==> src/rtl/cpu_sequencer.sv <==
// cpu_sequencer: instruction register, per-opcode step counter and M-cycle
// timing for the microcode decoder. It also evaluates branch conditions.
// Optional feature: define SEQ_CB_PREFIX_EN so that cb_prefix marks the
// instruction that follows a CB prefix opcode.
module cpu_sequencer #(
  parameter int         T_PER_M      = 4,
  parameter logic [7:0] RESET_OPCODE = 8'h00
) (
  input  logic       clk,
  input  logic       rst,
  input  logic       mem_wait,
  input  logic       done,
  input  logic       is_cond,
  input  logic [2:0] next_cond,
  input  logic       flag_z,
  input  logic       flag_c,
  input  logic [7:0] db_in,
  output logic [7:0] opcode,
  output logic [2:0] step,
  output logic [2:0] t_phase,
  output logic       m_end,
  output logic       cc_met,
  output logic       cb_prefix,
  output logic       seq_fault
);

  localparam logic [2:0] T_LAST   = 3'(T_PER_M - 1);
  localparam logic [2:0] STEP_MAX = 3'd7;

  // What happens to IR/step at a commit; CMT_NONE away from m_end.
  typedef enum logic [1:0] {
    CMT_NONE,
    CMT_FETCH,
    CMT_FAULT,
    CMT_STEP
  } commit_e;

  commit_e    commit;
  logic [2:0] step_next;

  // A commit occurs on the last T-phase unless the bus is stalling.
  assign m_end = (t_phase == T_LAST) && !mem_wait;

  // The branch condition is selected by opcode[4:3]: NZ, Z, NC, C.
  always_comb begin
    cc_met = 1'b0;
    case (opcode[4:3])
      2'd0:    cc_met = !flag_z;
      2'd1:    cc_met = flag_z;
      2'd2:    cc_met = !flag_c;
      default: cc_met = flag_c;
    endcase
  end

  // Choose the commit action. done wins, then step overflow, then branching.
  always_comb begin
    commit    = CMT_NONE;
    step_next = step;
    if (m_end) begin
      if (done) begin
        commit    = CMT_FETCH;
        step_next = '0;
      end else if (step == STEP_MAX) begin
        commit    = CMT_FAULT;
        step_next = '0;
      end else begin
        commit    = CMT_STEP;
        step_next = (is_cond && !cc_met) ? next_cond : step + 3'd1;
      end
    end
  end

  // The T-phase counter wraps after the last phase and holds there while mem_wait is high.
  always_ff @(posedge clk) begin
    if (rst) begin
      t_phase <= '0;
    end else if (t_phase < T_LAST) begin
      t_phase <= t_phase + 3'd1;
    end else if (!mem_wait) begin
      t_phase <= '0;
    end
  end

  // IR, step and the sticky fault flag change only on a commit.
  always_ff @(posedge clk) begin
    if (rst) begin
      opcode    <= RESET_OPCODE;
      step      <= '0;
      seq_fault <= 1'b0;
    end else begin
      step <= step_next;
      case (commit)
        CMT_FETCH: opcode <= db_in;
        CMT_FAULT: begin
          opcode    <= RESET_OPCODE;
          seq_fault <= 1'b1;
        end
        default: ;
      endcase
    end
  end

`ifdef SEQ_CB_PREFIX_EN
  localparam logic [7:0] CB_OPCODE = 8'hCB;

  // cb_prefix is set for the instruction that follows an unprefixed CB and cleared on every other fetch.
  always_ff @(posedge clk) begin
    if (rst) begin
      cb_prefix <= 1'b0;
    end else if (commit == CMT_FETCH) begin
      cb_prefix <= (opcode == CB_OPCODE) && !cb_prefix;
    end else if (commit == CMT_FAULT) begin
      cb_prefix <= 1'b0;
    end
  end
`else
  assign cb_prefix = 1'b0;
`endif

endmodule

==> config.mk <==
export PLATFORM = sky130hd
export DESIGN_NAME = cpu_sequencer
export DESIGN_NICKNAME = d
export VERILOG_FILES = /design/src/rtl/cpu_sequencer.sv
export SDC_FILE = /design/constraint.sdc
export NUM_CORES = 1
export LEC_CHECK = 0
export BUFFER_PORTS_ARGS = -buffer_cell sky130_fd_sc_hd__buf_4
export CORE_MARGIN = 2
export CORE_UTILIZATION = 42
export CTS_CLUSTER_DIAMETER = 200
export DETAILED_ROUTE_END_ITERATION = 10
export HOLD_SLACK_MARGIN = 0.02
export PLACE_DENSITY = 0.81
export SETUP_SLACK_MARGIN = 0.4
export SLEW_MARGIN = 20
export SYNTH_ARGS = -nofsm -noshare
export SYNTH_HDL_FRONTEND = slang
export SYNTH_SLANG_ARGS = --single-unit
export TNS_END_PERCENT = 1
==> constraint.sdc <==
create_clock -name clk -period 2.3 [get_ports clk]
set_clock_uncertainty 0.15 [all_clocks]
set_input_delay 0.23 -clock clk [delete_from_list [all_inputs] [get_ports clk]]
set_output_delay 0.23 -clock clk [all_outputs]
set_load 0.05 [all_outputs]
==> impl_metrics.ini, run 1 <==
[synthesis]
async_reset_ff_frac = 0
synth_nets = 99
avgSynthCellArea_sq_um = 8.940
synth.cell_area_sq_um = 679.4
top_cells_by_instance_count_after_synthesis = dfxtp_1, nor2_1, a22oi_1
synth_largest_area_cell = dfxtp_1
ys_top_cells_by_area = dfxtp_1, a22oi_1, ha_1
synth_flop_cell = dfxtp_1
ys_warn_count = 0
post-synth-top-area-fraction = 0.4420
count_of_state_elements_after_synthesis = 15
post_synth_num_cell_types = 20
number_of_enable_flip_flop_cells_after_synthesis = 0
synth_sequential_area_ratio = 0.4420
syn-instance-count = 76

[cts]
clk_pin_slew_worst_paths_ns = 0.08
htreeDepth = 1
tritoncts = yes
cts_inserted_buffers = 3
insertion_delay_to_the_later_sink_of_the_worst_skew_pair_ns = 0.28
clock-root-buffer = clkbuf_4
max-clock-path-buffers = 2
cts_sinks = 15

[placement]
portBuffers = 34
place_congestion = 0.7908
dp_hpwl_um = 1244

[timing]
period_share = 0.7849
finalSetupTns_ns = 0
finalSetupViolCount = 0
maxSlewViolCount = 0
clock.fmax_mhz = 553.9
grt_setup_unrepaired = false
final_count_of_hold_timing_violations = 0
timing.final.crit_period_ns = 1.805

[floorplan]
initial_utilization = 0.4510
placeableCoreArea_sq_um = 1506
die_w_um = 44.22
die_height_um = 44.22
floorplan.die_area_sq_um = 1955
rows = 14
floorplan.io_pins = 36

[global_routing]
first_global_vias = 591
global_route_wire_length_before_repair_um = 2428
grt_start_max_net_pins = 15
initial_antenna_violation_count = 0
gr_ovfl_total = 0
grt_util_all_layers = 0.1672

[cells_and_area]
area_taken_by_multi_input_logic_gates_sq_um = 405.4
area_growth_syn_to_layout_pct = 52.67
final_layout_size_suffix_gt1_frac = 0.4505
filler_cells = 121
nNetsFinal = 135
area.sequential_sq_um = 311.5
antenna-diode-count = 0
finalCoreUtilization = 0.6885

[route]
drt-vias-per-instance = 5.142
drc_errors = 0
route.final.wire_length_um = 1590
drt_first_iter_violations = 9
drt_pass1_iterations = 4
vias = 653
wire_per_inst_um = 12.52
detail-route-antenna-nets = 0

[worst_setup_path]
critPathSlowestCell = dfxtp_4
critPathTopFamily = adder cells
timing.critical_path.from_type = flip-flop
cp_max_fo = 9
critical_path_rt_ns = 2.37
critPathMaxStageDelay_ns = 0.37
worst-setup-path-type = reg -> reg
worstPathCellList = ha_4 -> ha_4 -> nand2b_4 -> clkinvlp_4 -> o21ai_2 -> ha_4 -> nor2_4 -> a22oi_1 -> nor2_1
worst_path_most_repeated_cell = ha_4
timing.critical_path.to_type = flip-flop
critPathBufInv = 1
cp_data_arrival_time_ns = 1.87

[outcome]
outcome = finished, final reports clean

[power]
power.ir.vdd_worst_uv = 689.1
seq_power_share = 0.382
pwr_density_cell_nw_per_um2 = 897.4
p_int_mw = 0.5399
total_switching_power_mw = 0.3909
combinationalPowerShare = 0.456
clockPowerShare = 0.162
switching_share = 0.4200
power.static_leakage_nw = 0.4549
totalPowerFinal_mw = 0.9308

[worst_hold_path]
holdCritPathClass = in -> reg

[run]
maxCapViolCount = 0
-- area by class of cell --
class	instances	area share
Multi-Input combinational cell	54	0.3908
Sequential cell	15	0.3004
Timing Repair Buffer	34	0.2461
Clock buffer	4	0.02533
Tap cell	16	0.01930
Inverter	4	0.01809
-- flip-flops by register name, indices dropped and copies added (netlist names) --
name,cells
seq_fault,1
opcode,8
t_phase,3
step,3
-- placed cells by master, fill, tap and decap left out, types with 2 or more instances in the layout --
| cell type | count |
|---|---|
| ha_1 | 2 |
| buf_4 | 34 |
| ha_4 | 3 |
| mux2i_2 | 2 |
| nor2_1 | 14 |
| a21oi_1 | 2 |
| dfxtp_4 | 3 |
| dfxtp_1 | 12 |
| nand2_1 | 5 |
| nand3_1 | 2 |
| a22oi_1 | 9 |
| mux2i_1 | 3 |
| clkbuf_4 | 3 |
| inv_1 | 3 |
| o21ai_1 | 3 |
-- through the flow --
stage          instances  hold WS (ns)  setup slack [ns]  area, sq um
6_report             127       0.03449            0.4947         1037
3_5_place_dp         123        0.3153            0.3592        994.7
3_3_place_gp         123        0.3136            0.4096        994.7
5_1_grt              127       0.02256            0.3813         1037
2_1_floorplan         76        0.1394            0.1332        744.5
4_1_cts              127       0.02358            0.4046         1023
-- worst paths after layout --
kind | depth (start not counted) | to | slack (ns) | from
setup / recovery | 9 | opcode[2] | 0.49 | t_phase[1]
hold / removal | 3 | opcode[1] | 0.03 | db_in[1]
setup reg to reg | 9 | opcode[2] | 0.49 | t_phase[1]
hold reg to reg | 2 | step[2] | 0.32 | step[2]
-- cells by family (layout without fill, tap and decap cells) --
family	after synthesis	in the layout	synth area share
and+or+nand+nor	26	26	0.1639
buffers and inverters	7	42	0.04420
xor gates and xnor gates	1	1	0.01289
adders and majority gates	5	5	0.09208
muxes	5	5	0.08472
other	1	1	0.005520
AOI/OAI and AO/OA	16	16	0.1547
DFF	15	15	0.4420
-- worst reg2reg max path, delay by kind of cell, from the launching register on --
kind	cells	cell delay (ns)
AOI/OAI and AO/OA	2	0.18
and+or+nand+nor	3	0.38
adders and majority gates	3	0.56
DFF	1	0.37
buffers and inverters	1	0.10
-- repair_timing --
action / in CTS / in global routing
hold endpoints to repair: 0 / 0
resized for setup: 1 / 2
setup endpoints to repair: 8 / 8
pin swaps: 1 / 1
setup buffers: 0 / 0
hold buffers: 0 / 0
-- power groups by stage --
stage          logic, mW  clock network, mW  registers (mW)
2_1_floorplan      0.179                  0           0.481
3_3_place_gp       0.405                  0           0.360
3_5_place_dp       0.419                  0           0.360
4_1_cts            0.421              0.154           0.354
5_1_grt            0.457              0.165           0.361
6_report           0.425              0.151           0.355
-- metal layers --
| metal | track usage | wire length, um | vias to the layer above |
|---|---|---|---|
| li1 | - | - | 331 |
| met1 | 0.2061 | 698 | 293 |
| met2 | 0.2794 | 762 | 29 |
| met3 | 0.03673 | 129 | 0 |
| met4 | 0.07273 | 0 | 0 |
| met5 | 0 | 0 | - |
(Power assumes the default switching activity.)
==> run 2, diff against run 1 <==
==> constraint.sdc (replaced) <==
create_clock -name clk -period 1.9 [get_ports clk]
set_clock_uncertainty 0.15 [all_clocks]
set_input_delay 0.19 -clock clk [delete_from_list [all_inputs] [get_ports clk]]
set_output_delay 0.19 -clock clk [all_outputs]
set_load 0.05 [all_outputs]
==> impl_metrics.ini, run 2 (synthesis results as in run 1) <==
[global_routing]
initial_antenna_violation_count = 0
gr_ovfl_total = 0
global_route_wire_length_before_repair_um = 3008
grt_start_max_net_pins = 15
first_global_vias = 721
grt_util_all_layers = 0.2071

[outcome]
failed_checks = hold timing
outcome = finished with violations

[floorplan]
die_w_um = 44.22
floorplan.die_area_sq_um = 1955
floorplan.io_pins = 36
rows = 14
die_height_um = 44.22
placeableCoreArea_sq_um = 1506
initial_utilization = 0.4510

[cells_and_area]
largest_register_ffs = 8
antenna-diode-count = 0
mostFrequentLayoutCell = buf_4
area_growth_syn_to_layout_pct = 80.29
final_cell_mix = buf_4, nor2_1, dlygate4sd3_1
filler_cells = 90
finalCoreUtilization = 0.8131
top_regs = opcode (8), step (3), t_phase (3)
nNetsFinal = 152
design_area_sq_um = 1225
regMostFlops = opcode
stdcell_count = 144
final_layout_size_suffix_gt1_frac = 0.5000

[route]
route.final.wire_length_um = 2027
detail-route-antenna-nets = 0
drc_errors = 0
vias = 736
drt_pass1_iterations = 4
wire_per_inst_um = 14.08
drt_first_iter_violations = 17
drt-vias-per-instance = 5.111

[worst_setup_path]
worst-setup-path-type = reg -> reg
r2r_cells = 9
worst-r2r-setup-slack_ns = 0.08
critical_path_rt_ns = 1.98
timing.rr.start = t_phase[0]
cp_max_fo = 8
timing.critical_path.to_type = flip-flop
regToRegEndpoint = opcode[1]
cp_data_arrival_time_ns = 1.91
timing.critical_path.from_type = flip-flop

[timing]
finalSetupTns_ns = 0
setup_ws_ns = 0.07600
grt_setup_unrepaired = true
maxSlewViolCount = 0
period_share = 0.9600
worst_hold_slack_ns = -0.001527
finalSetupViolCount = 0
clock.fmax_mhz = 548.2
timing.final.crit_period_ns = 1.824
final_count_of_hold_timing_violations = 1

[power]
pwr_density_cell_nw_per_um2 = 990.6
power.ir.vdd_worst_uv = 834.6
power.static_leakage_nw = 0.5373
totalPowerFinal_mw = 1.213

[placement]
dp_hpwl_um = 1240
portBuffers = 34
dpl-instance-area_sq_um = 1017
preCtsSetupSlack_ns = -0.01319
place_congestion = 0.8007
numPlacedInstances = 126

[cts]
cts_inserted_buffers = 3
insertion_delay_to_the_later_sink_of_the_worst_skew_pair_ns = 0.29
tritoncts = yes
htreeDepth = 1
cts_sinks = 15
clk_pin_slew_worst_paths_ns = 0.10
clock-root-buffer = clkbuf_4
max-clock-path-buffers = 2

[run]
maxCapViolCount = 0

[worst_hold_path]
min_delay_worst_endpoint = opcode[5]
worstHoldPathCells = 2
hp-start = rst
holdCritPathClass = in -> reg
[run 2: area by class of cell]
class	instances	area (sq um)	share of cell area
clock buffer	3	22.52	0.01839
clock inverter	1	5.005	0.004086
inverter	4	18.77	0.01532
multi-input combinational	54	430.4	0.3514
sequential	15	314.1	0.2564
tap	16	20.02	0.01634
timing repair buffer	51	414.1	0.3381
[run 2: what timing repair did]
| action | CTS | global route |
|---|---|---|
| gates resized for setup | 8 | 3 |
| hold endpoints to repair | 11 | 3 |
| setup buffers | 2 | 1 |
| hold buffers | 8 | 3 |
| endpoints found under the setup margin | 13 | 14 |
| cloned | 0 | 0 |
| pin swaps | 3 | 2 |
[run 2: worst max-delay path by stage]
stage / cells past startpoint / endpoint / startpoint / slack (ns)
2_1_floorplan: 10 / opcode[7] / t_phase[1] / -0.27
3_3_place_gp: 9 / opcode[6] / t_phase[1] / 0.04
3_5_place_dp: 9 / opcode[0] / t_phase[1] / -0.01
4_1_cts: 9 / opcode[1] / t_phase[1] / 0.12
5_1_grt: 8 / opcode[2] / t_phase[2] / -0.04
6_report: 9 / opcode[1] / t_phase[0] / 0.08
[run 2: critical path, stage by stage (launching register included)]
cell and delay, ns:
dfxtp_4 0.36, ha_4 0.15, ha_4 0.15, nand2b_4 0.08, clkinvlp_4 0.09, o21ai_2 0.09, ha_4 0.25, nor2_4 0.24
a22oi_1 0.11, nor2_1 0.09
[run 2: power breakdown]
part | total (mW) | switching, mW | internal, mW
combinational | 0.604 | 0.350 | 0.254
sequential | 0.419 | 0.0450 | 0.374
clock | 0.190 | 0.112 | 0.0783
total | 1.21 | 0.507 | 0.706
[run 2: metal layers]
layer / up-vias / routed length, um / track usage
met1: 337 / 781 / 0.2341
met2: 25 / 1111 / 0.3824
li1: 370 / - / -
met4: 0 / 26 / 0.07273
met5: - / 0 / 0
met3: 4 / 108 / 0.04082
==> run 3, diff against run 2 <==
--- a/config.mk
+++ b/config.mk
@@ -7,11 +7,11 @@
 export LEC_CHECK = 0
 export BUFFER_PORTS_ARGS = -buffer_cell sky130_fd_sc_hd__buf_4
 export CORE_MARGIN = 2
-export CORE_UTILIZATION = 42
+export CORE_UTILIZATION = 46
 export CTS_CLUSTER_DIAMETER = 200
 export DETAILED_ROUTE_END_ITERATION = 10
 export HOLD_SLACK_MARGIN = 0.02
-export PLACE_DENSITY = 0.81
+export PLACE_DENSITY = 0.88
 export SETUP_SLACK_MARGIN = 0.4
 export SLEW_MARGIN = 20
 export SYNTH_ARGS = -nofsm -noshare
==> constraint.sdc (replaced) <==
create_clock -name clk -period 2.12 [get_ports clk]
set_clock_uncertainty 0.15 [all_clocks]
set_input_delay 0.212 -clock clk [delete_from_list [all_inputs] [get_ports clk]]
set_output_delay 0.212 -clock clk [all_outputs]
set_load 0.05 [all_outputs]
==> impl_metrics.ini, run 3 (synthesis results as in run 1) <==
[outcome]
outcome = finished, final reports clean

[route]
drt-vias-per-instance = 5.295
wire_per_inst_um = 14.30
drt_first_iter_violations = 11
drt_pass1_iterations = 4
top_layer_used = met4
detailroute.wirelength.met3_um = 132
detail-route-antenna-nets = 0
drc_errors = 0
route.final.wire_length_um = 1887
met2WireLength_um = 926
drt-met1-wl_um = 822
vias = 699

[floorplan]
die_w_um = 42.43
die_height_um = 42.43
placeableCoreArea_sq_um = 1334
floorplan.io_pins = 36
rows = 13
initial_utilization = 0.5094
floorplan.die_area_sq_um = 1800

[worst_setup_path]
worst-r2r-setup-slack_ns = 0.31
critPathMaxStageDelay_ns = 0.36
worst_path_most_repeated_cell = ha_4
timing.critical_path.to_type = flip-flop
timing.critical_path.from_type = flip-flop
critical_path_rt_ns = 2.19
worst-setup-path-type = reg -> reg
cp_max_fo = 8
cp_data_arrival_time_ns = 1.88
critPathSlowestCell = dfxtp_4
worstPathCellList = ha_4 -> ha_4 -> nand2b_4 -> clkinvlp_4 -> o21ai_2 -> ha_4 -> nor2_4 -> a22oi_1 -> nor2_1

[placement]
preCtsSetupSlack_ns = 0.1548
numPlacedInstances = 122
portBuffers = 34
place_congestion = 0.7931
dp_hpwl_um = 1356
dpl-instance-area_sq_um = 993.5

[global_routing]
grt_util_all_layers = 0.2220
gr_ovfl_total = 0
first_global_vias = 671
initial_antenna_violation_count = 0
global_route_wire_length_before_repair_um = 3070
grt_start_max_net_pins = 15

[power]
totalPowerFinal_mw = 1.062
power.ir.vdd_worst_uv = 757.5
pwr_density_cell_nw_per_um2 = 959.4
power.static_leakage_nw = 0.4899

[timing]
clock.fmax_mhz = 552.2
timing.final.crit_period_ns = 1.811
worst_hold_slack_ns = 0.01752
finalSetupTns_ns = 0
period_share = 0.8543
final_count_of_hold_timing_violations = 0
grt_setup_unrepaired = true
setup_ws_ns = 0.3090
finalSetupViolCount = 0
maxSlewViolCount = 0

[cts]
htreeDepth = 1
insertion_delay_to_the_later_sink_of_the_worst_skew_pair_ns = 0.28
clock-root-buffer = clkbuf_4
cts_sinks = 15
max-clock-path-buffers = 2
tritoncts = yes
clk_pin_slew_worst_paths_ns = 0.09
cts_inserted_buffers = 3

[cells_and_area]
design_area_sq_um = 1107
mostFrequentLayoutCell = buf_4
regMostFlops = opcode
largest_register_ffs = 8
finalCoreUtilization = 0.8302
nNetsFinal = 141
final_layout_size_suffix_gt1_frac = 0.4957
antenna-diode-count = 0
final_cell_mix = buf_4, nor2_1, dfxtp_1
area_growth_syn_to_layout_pct = 62.98
stdcell_count = 132
top_regs = opcode (8), step (3), t_phase (3)
filler_cells = 79

[worst_hold_path]
holdCritPathClass = in -> reg

[run]
maxCapViolCount = 0
run 3: cell type report:
| class | instances | area [sq um] | share of cell area |
|---|---|---|---|
| clock buffers | 3 | 22.52 | 0.02034 |
| clock inverters | 1 | 5.005 | 0.004520 |
| inverters | 4 | 18.77 | 0.01695 |
| multi-input cells | 54 | 417.9 | 0.3774 |
| flip-flops and latches | 15 | 312.8 | 0.2825 |
| well taps | 15 | 18.77 | 0.01695 |
| repair buffers | 40 | 311.5 | 0.2814 |
run 3: power by group:
part	internal (mW)	switching, mW	total (mW)
Clock	0.0699	0.0933	0.163
Combinational	0.207	0.314	0.521
Sequential	0.335	0.0429	0.378
run 3: final timing paths:
kind	start	cells after the start	end
min	db_in[5]	3	opcode[5]
min reg2reg	step[1]	2	step[1]
max reg2reg	t_phase[1]	9	opcode[6]
max	t_phase[1]	9	opcode[6]
run 3: critical path: cells and delay by family, from the launching register on:
kind | cells | cell delay [ns]
adder cells (fa/ha/maj) | 3 | 0.56
AND/OR/NAND/NOR | 3 | 0.37
flip-flops | 1 | 0.36
AO/OA/AOI/OAI | 2 | 0.19
buffers and inverters | 1 | 0.11
run 3: what timing repair did:
item | in CTS | in global routing
hold buffers | 3 | 0
endpoints found under the hold margin | 3 | 0
setup buffers | 3 | 0
pin swaps | 3 | 1
resized for setup | 8 | 2
setup endpoints to repair | 8 | 13
run 3: routing by layer:
metal / global-route usage / up-vias
met2: 0.3815 / 29
met4: 0.03750 / 0
met5: 0 / -
met1: 0.2823 / 327
met3: 0.05603 / 2
li1: - / 341
